**config.mk**
```make
export PLATFORM = sky130hd
export DESIGN_NAME = ptp_sync_ctrl
export DESIGN_NICKNAME = d
export VERILOG_FILES = /design/src/rtl/ptp_sync_ctrl.sv
export SDC_FILE = /design/constraint.sdc
export NUM_CORES = 2
export LEC_CHECK = 0
export CAP_MARGIN = 15
export CORE_AREA = 2 2 340 258
export CTS_CLUSTER_SIZE = 24
export DETAILED_ROUTE_END_ITERATION = 10
export DIE_AREA = 0 0 342 260
export PLACE_DENSITY = 0.66
export SETUP_SLACK_MARGIN = 0.2
export SYNTH_ARGS = -nofsm -noshare
export SYNTH_HDL_FRONTEND = slang
export SYNTH_SLANG_ARGS = --single-unit
```
**constraint.sdc**
```tcl
create_clock -name clk -period 22.5 [get_ports clk]
set_clock_uncertainty 0.15 [all_clocks]
set_input_delay 4.5 -clock clk [delete_from_list [all_inputs] [get_ports clk]]
set_output_delay 4.5 -clock clk [all_outputs]
set_load 0.01 [all_outputs]
```
**src/rtl/ptp_sync_ctrl.sv**
```systemverilog
// Precise-time sync controller. It keeps the local {ms, sub-ms} timer and issues periodic master sync requests.
// In slave mode it steps or slews the timer from the four PTP timestamps.
module ptp_sync_ctrl #(
  parameter int MS_W        = 31,
  parameter int SUB_W       = 17,
  parameter int CYC_PER_MS  = 125000,
  parameter int SYNC_PERIOD = 125000,
  parameter int STEP_THRESH = 1024,
  parameter int SLEW_DIV    = 16,
  parameter int ERR_MS      = 1
) (
  input  logic                  clk,
  input  logic                  reset,
  input  logic                  m_or_s,
  input  logic                  mode_step,
  input  logic                  ts_1_valid,
  input  logic [MS_W+SUB_W-1:0] ts_1,
  input  logic                  ts_2_record,
  input  logic                  ts_3_valid,
  input  logic [MS_W+SUB_W-1:0] ts_3,
  input  logic                  ts_4_valid,
  input  logic [MS_W+SUB_W-1:0] ts_4,
  input  logic                  status_ok,
  output logic [MS_W+SUB_W-1:0] timer,
  output logic                  send_sync_pkt,
  output logic [31:0]           sync_cnt,
  output logic [MS_W+SUB_W-1:0] offset,
  output logic                  offset_neg,
  output logic                  offset_valid,
  output logic                  error1,
  output logic                  slew_busy,
  output logic                  cyc_init
);
  localparam int TW    = MS_W + SUB_W;
  localparam int PER_W = $clog2(SYNC_PERIOD);
  localparam int DIV_W = $clog2(SLEW_DIV);
  localparam logic [SUB_W:0]   CYC_X    = (SUB_W+1)'(CYC_PER_MS);
  localparam logic [SUB_W-1:0] SUB_LAST = SUB_W'(CYC_PER_MS - 1);
  localparam logic [SUB_W-1:0] SUB_HALF = SUB_W'(CYC_PER_MS / 2);
  localparam logic [SUB_W-1:0] SUB_ONE  = SUB_W'(1);
  localparam logic [SUB_W-1:0] STEP_LIM = SUB_W'(STEP_THRESH);
  localparam logic [MS_W-1:0]  ERR_LIM  = MS_W'(ERR_MS);
  localparam logic [MS_W-1:0]  MS_ONE   = MS_W'(1);
  localparam logic [PER_W-1:0] PER_LAST = PER_W'(SYNC_PERIOD - 1);
  localparam logic [PER_W-1:0] PER_PRE  = PER_W'(SYNC_PERIOD - 2);
  localparam logic [PER_W-1:0] PER_ONE  = PER_W'(1);
  localparam logic [DIV_W-1:0] DIV_LAST = DIV_W'(SLEW_DIV - 1);
  localparam logic [DIV_W-1:0] DIV_ONE  = DIV_W'(1);

  function automatic logic [TW-1:0] ts_add(input logic [TW-1:0] a, input logic [TW-1:0] b);
    logic [SUB_W:0]  s;
    logic [MS_W-1:0] m;
    s = {1'b0, a[SUB_W-1:0]} + {1'b0, b[SUB_W-1:0]};
    m = a[TW-1:SUB_W] + b[TW-1:SUB_W];
    if (s >= CYC_X) begin
      s = s - CYC_X;
      m = m + MS_ONE;
    end
    return {m, s[SUB_W-1:0]};
  endfunction

  function automatic logic [TW-1:0] ts_sub(input logic [TW-1:0] a, input logic [TW-1:0] b);
    logic [SUB_W:0]  s;
    logic [MS_W-1:0] m;
    s = {1'b0, a[SUB_W-1:0]} - {1'b0, b[SUB_W-1:0]};
    m = a[TW-1:SUB_W] - b[TW-1:SUB_W];
    if (a[SUB_W-1:0] < b[SUB_W-1:0]) begin
      s = s + CYC_X;
      m = m - MS_ONE;
    end
    return {m, s[SUB_W-1:0]};
  endfunction

  function automatic logic [TW-1:0] ts_tick(input logic [TW-1:0] t);
    if (t[SUB_W-1:0] == SUB_LAST)
      return {t[TW-1:SUB_W] + MS_ONE, {SUB_W{1'b0}}};
    else
      return {t[TW-1:SUB_W], t[SUB_W-1:0] + SUB_ONE};
  endfunction

  logic [TW-1:0]    timer_reg, t2_reg;
  logic [PER_W-1:0] per_cnt_reg;
  logic             send_reg;
  logic [31:0]      sync_cnt_reg;
  logic             p1_valid_reg, p1_neg_reg;
  logic [TW-1:0]    p1_mag_reg;
  logic [TW-1:0]    offset_reg;
  logic             offset_neg_reg, offset_valid_reg, error1_reg;
  logic             slew_busy_reg, slew_neg_reg;
  logic [SUB_W-1:0] slew_r_reg;
  logic [DIV_W-1:0] slew_div_reg;
  logic [1:0]       cyc_cnt_reg;
  logic             cyc_init_reg;

  // t1, t3, t4 share identical capture logic; index 0/1/2 maps to t1/t3/t4.
  logic [TW-1:0] ext_ts  [3];
  logic          ext_vld [3];
  assign ext_ts[0]  = ts_1;
  assign ext_ts[1]  = ts_3;
  assign ext_ts[2]  = ts_4;
  assign ext_vld[0] = ts_1_valid;
  assign ext_vld[1] = ts_3_valid;
  assign ext_vld[2] = ts_4_valid;

  generate
    for (genvar gi = 0; gi < 3; gi++) begin : g_ts
      logic [TW-1:0] ts_reg;
      always_ff @(posedge clk) begin
        if (reset)             ts_reg <= '0;
        else if (ext_vld[gi])  ts_reg <= ext_ts[gi];
      end
    end
  endgenerate

  logic [TW-1:0]    a_sum, b_sum, d_mag, timer_tick, timer_tick2, step_val;
  logic             d_neg, slave_ok, p2_fire, p3_fire, step_cond, do_step, slew_adj;
  logic [MS_W-1:0]  half_ms;
  logic [SUB_W-1:0] half_sub;

  assign a_sum = ts_add(t2_reg, g_ts[1].ts_reg);
  assign b_sum = ts_add(g_ts[0].ts_reg, g_ts[2].ts_reg);
  assign d_neg = b_sum > a_sum;
  assign d_mag = d_neg ? ts_sub(b_sum, a_sum) : ts_sub(a_sum, b_sum);

  // Halving an odd ms count moves half a millisecond into the sub field.
  assign half_ms  = p1_mag_reg[TW-1:SUB_W] >> 1;
  assign half_sub = (p1_mag_reg[SUB_W-1:0] >> 1) + (p1_mag_reg[SUB_W] ? SUB_HALF : '0);

  assign slave_ok  = status_ok && !m_or_s;
  assign p2_fire   = p1_valid_reg && !slave_ok && !m_or_s;
  assign p3_fire   = offset_valid_reg && !slave_ok && !m_or_s;
  assign step_cond = mode_step || (offset_reg[TW-1:SUB_W] != '0) || (offset_reg[SUB_W-1:0] >= STEP_LIM);
  assign do_step   = p3_fire && step_cond;
  assign slew_adj  = slew_busy_reg && (slew_div_reg == DIV_LAST) && !p3_fire && !m_or_s;

  assign timer_tick  = ts_tick(timer_reg);
  assign timer_tick2 = ts_tick(timer_tick);
  assign step_val    = offset_neg_reg ? ts_add(timer_tick, offset_reg) : ts_sub(timer_tick, offset_reg);

  always_ff @(posedge clk) begin
    if (reset) begin
      timer_reg <= '0;
      t2_reg    <= '0;
    end else begin
      if (do_step)       timer_reg <= step_val;
      else if (slew_adj) timer_reg <= slew_neg_reg ? timer_tick2 : timer_reg;
      else               timer_reg <= timer_tick;
      if (ts_2_record)   t2_reg <= timer_reg;
    end
  end

  // Outputs are registered one cycle early so they line up with the terminal count.
  always_ff @(posedge clk) begin
    if (reset) begin
      per_cnt_reg  <= '0;
      send_reg     <= 1'b0;
      sync_cnt_reg <= '0;
      cyc_cnt_reg  <= '0;
      cyc_init_reg <= 1'b0;
    end else begin
      per_cnt_reg <= (per_cnt_reg == PER_LAST) ? '0 : per_cnt_reg + PER_ONE;
      send_reg    <= m_or_s && (per_cnt_reg == PER_PRE);
      if (m_or_s && (per_cnt_reg == PER_PRE))
        sync_cnt_reg <= sync_cnt_reg + 32'd1;
      if (do_step || (per_cnt_reg == PER_PRE)) begin
        cyc_cnt_reg  <= 2'd3;
        cyc_init_reg <= 1'b1;
      end else begin
        cyc_init_reg <= (cyc_cnt_reg != 2'd0);
        if (cyc_cnt_reg != 2'd0) cyc_cnt_reg <= cyc_cnt_reg - 2'd1;
      end
    end
  end

  always_ff @(posedge clk) begin
    if (reset) begin
      p1_valid_reg     <= 1'b0;
      p1_neg_reg       <= 1'b0;
      p1_mag_reg       <= '0;
      offset_reg       <= '0;
      offset_neg_reg   <= 1'b0;
      offset_valid_reg <= 1'b0;
      error1_reg       <= 1'b0;
    end else begin
      p1_valid_reg <= slave_ok;
      if (slave_ok) begin
        p1_neg_reg <= d_neg;
        p1_mag_reg <= d_mag;
      end
      offset_valid_reg <= p2_fire;
      if (p2_fire) begin
        offset_reg     <= {half_ms, half_sub};
        offset_neg_reg <= p1_neg_reg;
        error1_reg     <= (half_ms >= ERR_LIM);
      end
    end
  end

  // Any P3 result replaces the remaining slew, including a zero offset.
  always_ff @(posedge clk) begin
    if (reset || m_or_s) begin
      slew_busy_reg <= 1'b0;
      slew_neg_reg  <= 1'b0;
      slew_r_reg    <= '0;
      slew_div_reg  <= '0;
    end else if (p3_fire) begin
      slew_div_reg <= '0;
      if (!step_cond && (offset_reg != '0)) begin
        slew_busy_reg <= 1'b1;
        slew_neg_reg  <= offset_neg_reg;
        slew_r_reg    <= offset_reg[SUB_W-1:0];
      end else begin
        slew_busy_reg <= 1'b0;
        slew_r_reg    <= '0;
      end
    end else if (slew_busy_reg) begin
      if (slew_div_reg == DIV_LAST) begin
        slew_div_reg <= '0;
        slew_r_reg   <= slew_r_reg - SUB_ONE;
        if (slew_r_reg == SUB_ONE) slew_busy_reg <= 1'b0;
      end else begin
        slew_div_reg <= slew_div_reg + DIV_ONE;
      end
    end
  end

  assign timer         = timer_reg;
  assign send_sync_pkt = send_reg;
  assign sync_cnt      = sync_cnt_reg;
  assign offset        = offset_reg;
  assign offset_neg    = offset_neg_reg;
  assign offset_valid  = offset_valid_reg;
  assign error1        = error1_reg;
  assign slew_busy     = slew_busy_reg;
  assign cyc_init      = cyc_init_reg;
endmodule

```
Word level (Yosys, flattened, before mapping)
Index checks and enable logic that the tools add are counted.
{"block": "word_totals", "regBits": 416, "elab_cells": 133}
{"block": "classes", "reduce_logical": 29, "magnitude_cmp": 9, "eq_ne": 7, "add_sub_neg": 34, "n_mux": 33}
{"operator": "48-bit two-way mux", "n": 7}
{"operator": "31-bit two-way mux", "n": 6}
{"operator": "17-bit two-way mux", "n": 10}
{"operator": "31-bit by 1-bit adder with 31-bit output, second input constant", "n": 5}
{"operator": "31-bit by 1-bit subtractor with 31-bit output, second input constant", "n": 3}
{"operator": "17-bit == test, second input constant", "n": 4}
{"operator": "31-bit adder", "n": 2}
{"operator": "31-bit subtractor", "n": 2}
{"operator": "17-bit by 17-bit adder with 18-bit output", "n": 3}
{"operator": "18-bit by 17-bit >= comparator with 1-bit output, second input constant", "n": 3}
{"operator": "17-bit by 1-bit adder with 17-bit output, second input constant", "n": 3}
{"operator": "17-bit adder, second input constant", "n": 3}
{"operator": "17-bit < comparator", "n": 3}
{"operator": "17-bit subtractor", "n": 3}
{"operator": "17-bit subtractor, second input constant", "n": 3}
{"operator": "48-bit greater-than comparator", "n": 1}
{"operator": "48-bit nonzero test", "n": 1}
{"operator": "32-bit by 1-bit adder with 32-bit output, second input constant", "n": 1}
{"operator": "31-bit by 30-bit adder with 31-bit output", "n": 1}
{"operator": "31-bit nonzero test", "n": 1}
{"operator": "31-bit by 30-bit subtractor with 31-bit output", "n": 1}
{"operator": "30-bit by 1-bit >= comparator with 1-bit output, second input constant", "n": 1}
{"operator": "16-bit by 16-bit adder with 17-bit output", "n": 1}
{"operator": "17-bit by 1-bit == test with 1-bit output, second input constant", "n": 1}
{"operator": "16 further kinds", "n": 43}

Longest topological paths before layout
{"block": "depth", "ltp_word": 10, "ltp_mapped": 29}

Worst setup path before layout
OpenSTA, ideal clock, no wires.
{"block": "synth_timing", "kind": "flip-flop to flip-flop", "startpoint": "register t2_reg[0]", "endpoint": "register p1_mag_reg[44]", "setup_time_ps": 95, "path_stages_with_launch": 28, "period_less_slack_ps": 7120, "path_slack_ps": 15380, "arrival_time_ps": 6875, "path_buffers": 2, "path_cell_list": "dfxtp_1 ha_1 fa_1 a21o_1 a21o_1 a2111o_1 a2111oi_0 o21bai_1 xnor2_1 a41o_1 o21a_1 and3_1 clkbuf_1 nand3_1 xor2_1 ha_1 clkbuf_1 a21oi_1 o21ai_0 a221o_1 a31o_2 o31ai_1 o21ai_0 xor2_1 a311o_1 nor4_1 xor2_1 a221oi_1"}
{"block": "synth_via", "elab_chain_cells": 7, "word_cells_on_any_way": 15, "classes_between": "add/sub (6); order compare (4); mux (5)"}
{"element": "start: declaration", "line": "81", "rtl": "logic [TW-1:0] timer_reg, t2_reg;"}
{"element": "start signal: assignment", "line": "148", "rtl": "if (ts_2_record) t2_reg <= timer_reg;"}
{"element": "17-bit by 17-bit adder with 18-bit output *", "line": "53", "rtl": "s = {1'b0, a[SUB_W-1:0]} + {1'b0, b[SUB_W-1:0]};"}
{"element": "18-bit by 17-bit >= comparator with 1-bit output", "line": "55", "rtl": "if (s >= CYC_X) begin"}
{"element": "31-bit two-way mux", "line": "55"}
{"element": "31-bit subtractor", "line": "66", "rtl": "m = a[TW-1:SUB_W] - b[TW-1:SUB_W];"}
{"element": "31-bit by 1-bit subtractor with 31-bit output", "line": "69", "rtl": "m = m - MS_ONE;"}
{"element": "31-bit two-way mux", "line": "67", "rtl": "if (a[SUB_W-1:0] < b[SUB_W-1:0]) begin"}
{"element": "48-bit two-way mux *", "line": "123", "rtl": "assign d_mag = d_neg ? ts_sub(b_sum, a_sum) : ts_sub(a_sum, b_sum);"}
{"element": "end signal: assignment", "line": "188", "rtl": "p1_mag_reg <= d_mag;"}
{"element": "end: declaration", "line": "86", "rtl": "logic [TW-1:0] p1_mag_reg;"}
Every way passes the cells marked *; elsewhere a longest branch is shown, timed or not.
A chain may end at the register's enable or synchronous reset.

Worst setup path in the final report
{"block": "layout_timing", "startpoint": "register t2_reg[0]", "endpoint": "register p1_mag_reg[46]"}
Same word-level chain as after synthesis.

==> impl_metrics.csv <==
group,metric,value,unit
die,io_pins,287,
yosys,avgSynthCellArea,7.53,um^2
die,die_area,88900,um^2
yosys,synth_top_flop_cell,"dfxtp_1",
die,core_area,85400,um^2
yosys,yosysWarnings,0,
finish,design_area,47400,um^2
global_routing,grtUsageTotal,0.305,
timing,hold_violations,0,
global_routing,grt_pass1_wl,219000,um
setup_path,crit_slowest_cell,"a2111oi_0",
routing,drc,0,
setup_path,arrival,9.23,ns
setup_path,crit_path_max_fanout,17,
clock_tree,clk_pin_slew_worst_paths,0.06,ns
yosys,syn_inst,5643,
finish,area_growth,11.5,%
placed_design,dpl.hpwl,112000,um
yosys,synth.yosys.seq_area_share,0.196,
pwr,seq_power_share,0.288,
finish,finalNonFillerCells,6906,
timing,worst_slack,13.64,ns
placed_design,port_buffers,285,
global_routing,grt-ovfl-total,0,
pwr,pwr-share-clk,0.259,
global_routing,grt_pass1_vias,38300,
pwr,power_density,59.3,nW/um^2
setup_path,cp-end-kind,"flop",
clock_tree,cts_buffer_depth,3,
yosys,synth_area_leaders,"dfxtp_1 20%, ha_1 9.3%, xnor2_1 7.4%, mux2i_1 5.5%, nor2_1 5.3%",
pwr,pwr-share-comb,0.453,
routing,drt_iter0_markers,4307,
timing,fmax,113,MHz
clock_tree,cts-root-buf,"clkbuf_16",
timing,tns,0,ns
clock_tree,h-tree-depth,2,
timing,setup_viol,0,
global_routing,grt_max_degree,94,
routing,vias,42700,
setup_path,crit_type,"reg -> reg",
setup_path,slowest_delay,0.77,ns
setup_path,rrSetupSlack,13.64,ns
placed_design,postPlaceCellArea,46000,um^2
die,fp.dieH,260,um
clock_tree,post_cts_buffers,0,
clock_tree,cts.sinks,415,
run,drv_cap,0,
clock_tree,cts.repair.resized,0,
setup_path,cp_data_required_time,22.87,ns
global_routing,antenna_found_initial,8,
pwr,power.leakage,19.7,nW
outcome,status,"finished clean",
routing,viasPerCell,6.19,
clock_tree,cts-buffers-inserted,42,
yosys,synth_edf_count,0,
clock_tree,insertion_delay,0.61,ns
yosys,synth.distinct_cells,112,
finish,final_layout_size_suffix_gt1_frac,0.0399,
finish,final_cell_mix,"592 x nor2_1, 453 x nand2_1, 415 x dfxtp_1",
placed_design,gp_congestion,0.961,
clock_tree,cts_hold_buffers,0,
routing,wl_per_cell,20.4,um
timing,slew_violations,0,
die,die_w,342,um
routing,ant_nets,0,
yosys,synth_area_leader_cell,"dfxtp_1",
yosys,synth_seq_cells,415,
finish,final_nets,6213,
routing,dr.pass1.iters,6,
placed_design,dpl_worst_slack,13.75,ns
finish,layout_commonest_cell,"nor2_1",
placed_design,dp.cells,6828,
timing,rsz0062_at_grt,"false",
routing,postRouteWirelength,141000,um
pwr,switchingPower,1.14,mW
yosys,yosysTopAreaCellShare,0.196,
timing,fin_crit_sh,0.394,
clock_tree,cts_tree,"built",
die,start_util,0.497,
timing,slew_headroom,0.211,
die,rows,93,
pwr,vdd_ir_drop_max,51.7,uV
timing,worst_slew_pin_slew,1.17,ns
pwr,p_int,1.67,mW
yosys,ys_async_sr_fraction,0,
timing,finalCriticalPeriod,8.86,ns
finish,largest_reg_flops,144,
yosys,netlist_area,42500,um^2
pwr,swShare,0.404,
setup_path,crit_path_start_kind,"flop",
yosys,synth_nets,6123,
worst_hold_path,min_path_type,"reg -> reg",
==> synth_stat cells (29+ instances only) <==
cell type  number
and2_1         62
nand2_1       453
nor2_1        595
o31ai_1        44
nand3_1       168
a2111oi_0      32
a21oi_1       400
inv_1         268
o21bai_1       41
or2_2          36
a211oi_1       89
nand2b_1       45
and3_1         71
o211ai_1       57
nor4_1         74
and4_1         30
o21ai_0       206
mux2i_1       234
nor3_1        163
xor2_1        224
nor3b_1        29
ha_1          315
dfxtp_1       415
xnor2_1       357
a21o_1        155
o21a_1         61
a221oi_1       30
clkbuf_1      233
nor2b_1        55
nand4_1        99
a31oi_1        43
or3_1          65
==> final cells by class <==
type | instances | area (um^2)
Clock inverter | 13 | 170
Multi-Input combinational cell | 4682 | 32100
Timing Repair Buffer | 323 | 3120
Inverter | 269 | 1010
Antenna cell | 2 | 5.00
Clock buffer | 62 | 1200
Tap cell | 1140 | 1430
Sequential cell | 415 | 8310
Fill cell | 8298 | 38000
==> through the flow <==
stage,power [mW],hold WS [ns],util
5_1_grt,2.97,0.331,0.555
2_1_floorplan,1.75,0.276,-
3_3_place_gp,2.06,0.293,0.539
6_report,2.81,0.318,0.555
3_5_place_dp,2.07,0.295,0.539
4_1_cts,2.80,0.313,0.555
==> worst paths after layout <==
check | cells past startpoint | end | start
worst min register to register | 1 | per_cnt_reg[0] | per_cnt_reg[0]
worst max-delay path | 25 | p1_mag_reg[46] | t2_reg[0]
worst max register to register | 25 | p1_mag_reg[46] | t2_reg[0]
worst min-delay path | 1 | per_cnt_reg[0] | per_cnt_reg[0]
==> worst max-delay path: cells and delay by family (launching register included) <==
kind	cells	cell delay, ns
AO/OA/AOI/OAI	13	4.32
AND/OR/NAND/NOR	5	2.11
flip-flops	1	0.31
buffers and inverters	1	0.22
adder cells (fa/ha/maj)	3	1.06
XOR/XNOR	3	0.58
==> power by group through the flow <==
| stage | registers, mW | clock network, mW | logic (mW) |
|---|---|---|---|
| finish | 0.809 | 0.726 | 1.27 |
| global placement | 0.824 | 0 | 1.24 |
| floorplan | 0.808 | 0 | 0.941 |
| CTS | 0.809 | 0.739 | 1.25 |
| global route | 0.812 | 0.770 | 1.39 |
| detailed placement | 0.825 | 0 | 1.24 |
==> kinds of logic after synthesis <==
kind of cell,Yosys count,share of synthesized area
simple gates,2064,0.244
compound gates,1463,0.234
xor+xnor,585,0.121
buf+inv,546,0.0493
flops,415,0.196
fa+ha+maj,327,0.0984
mux,242,0.0573
other cells,1,0.0000883
==> layer usage <==
| metal | share of wire | global-route usage | wire length [um] | vias up |
|---|---|---|---|---|
| li1 | - | - | - | 20700 |
| met4 | 0.028 | 0.0824 | 3950 | 12 |
| met2 | 0.42 | 0.462 | 58800 | 1683 |
| met5 | 0.00058 | 0 | 82 | - |
| met1 | 0.47 | 0.445 | 66200 | 20100 |
| met3 | 0.085 | 0.0480 | 12000 | 203 |
No activity file was read; power rests on OpenSTA's default activity.
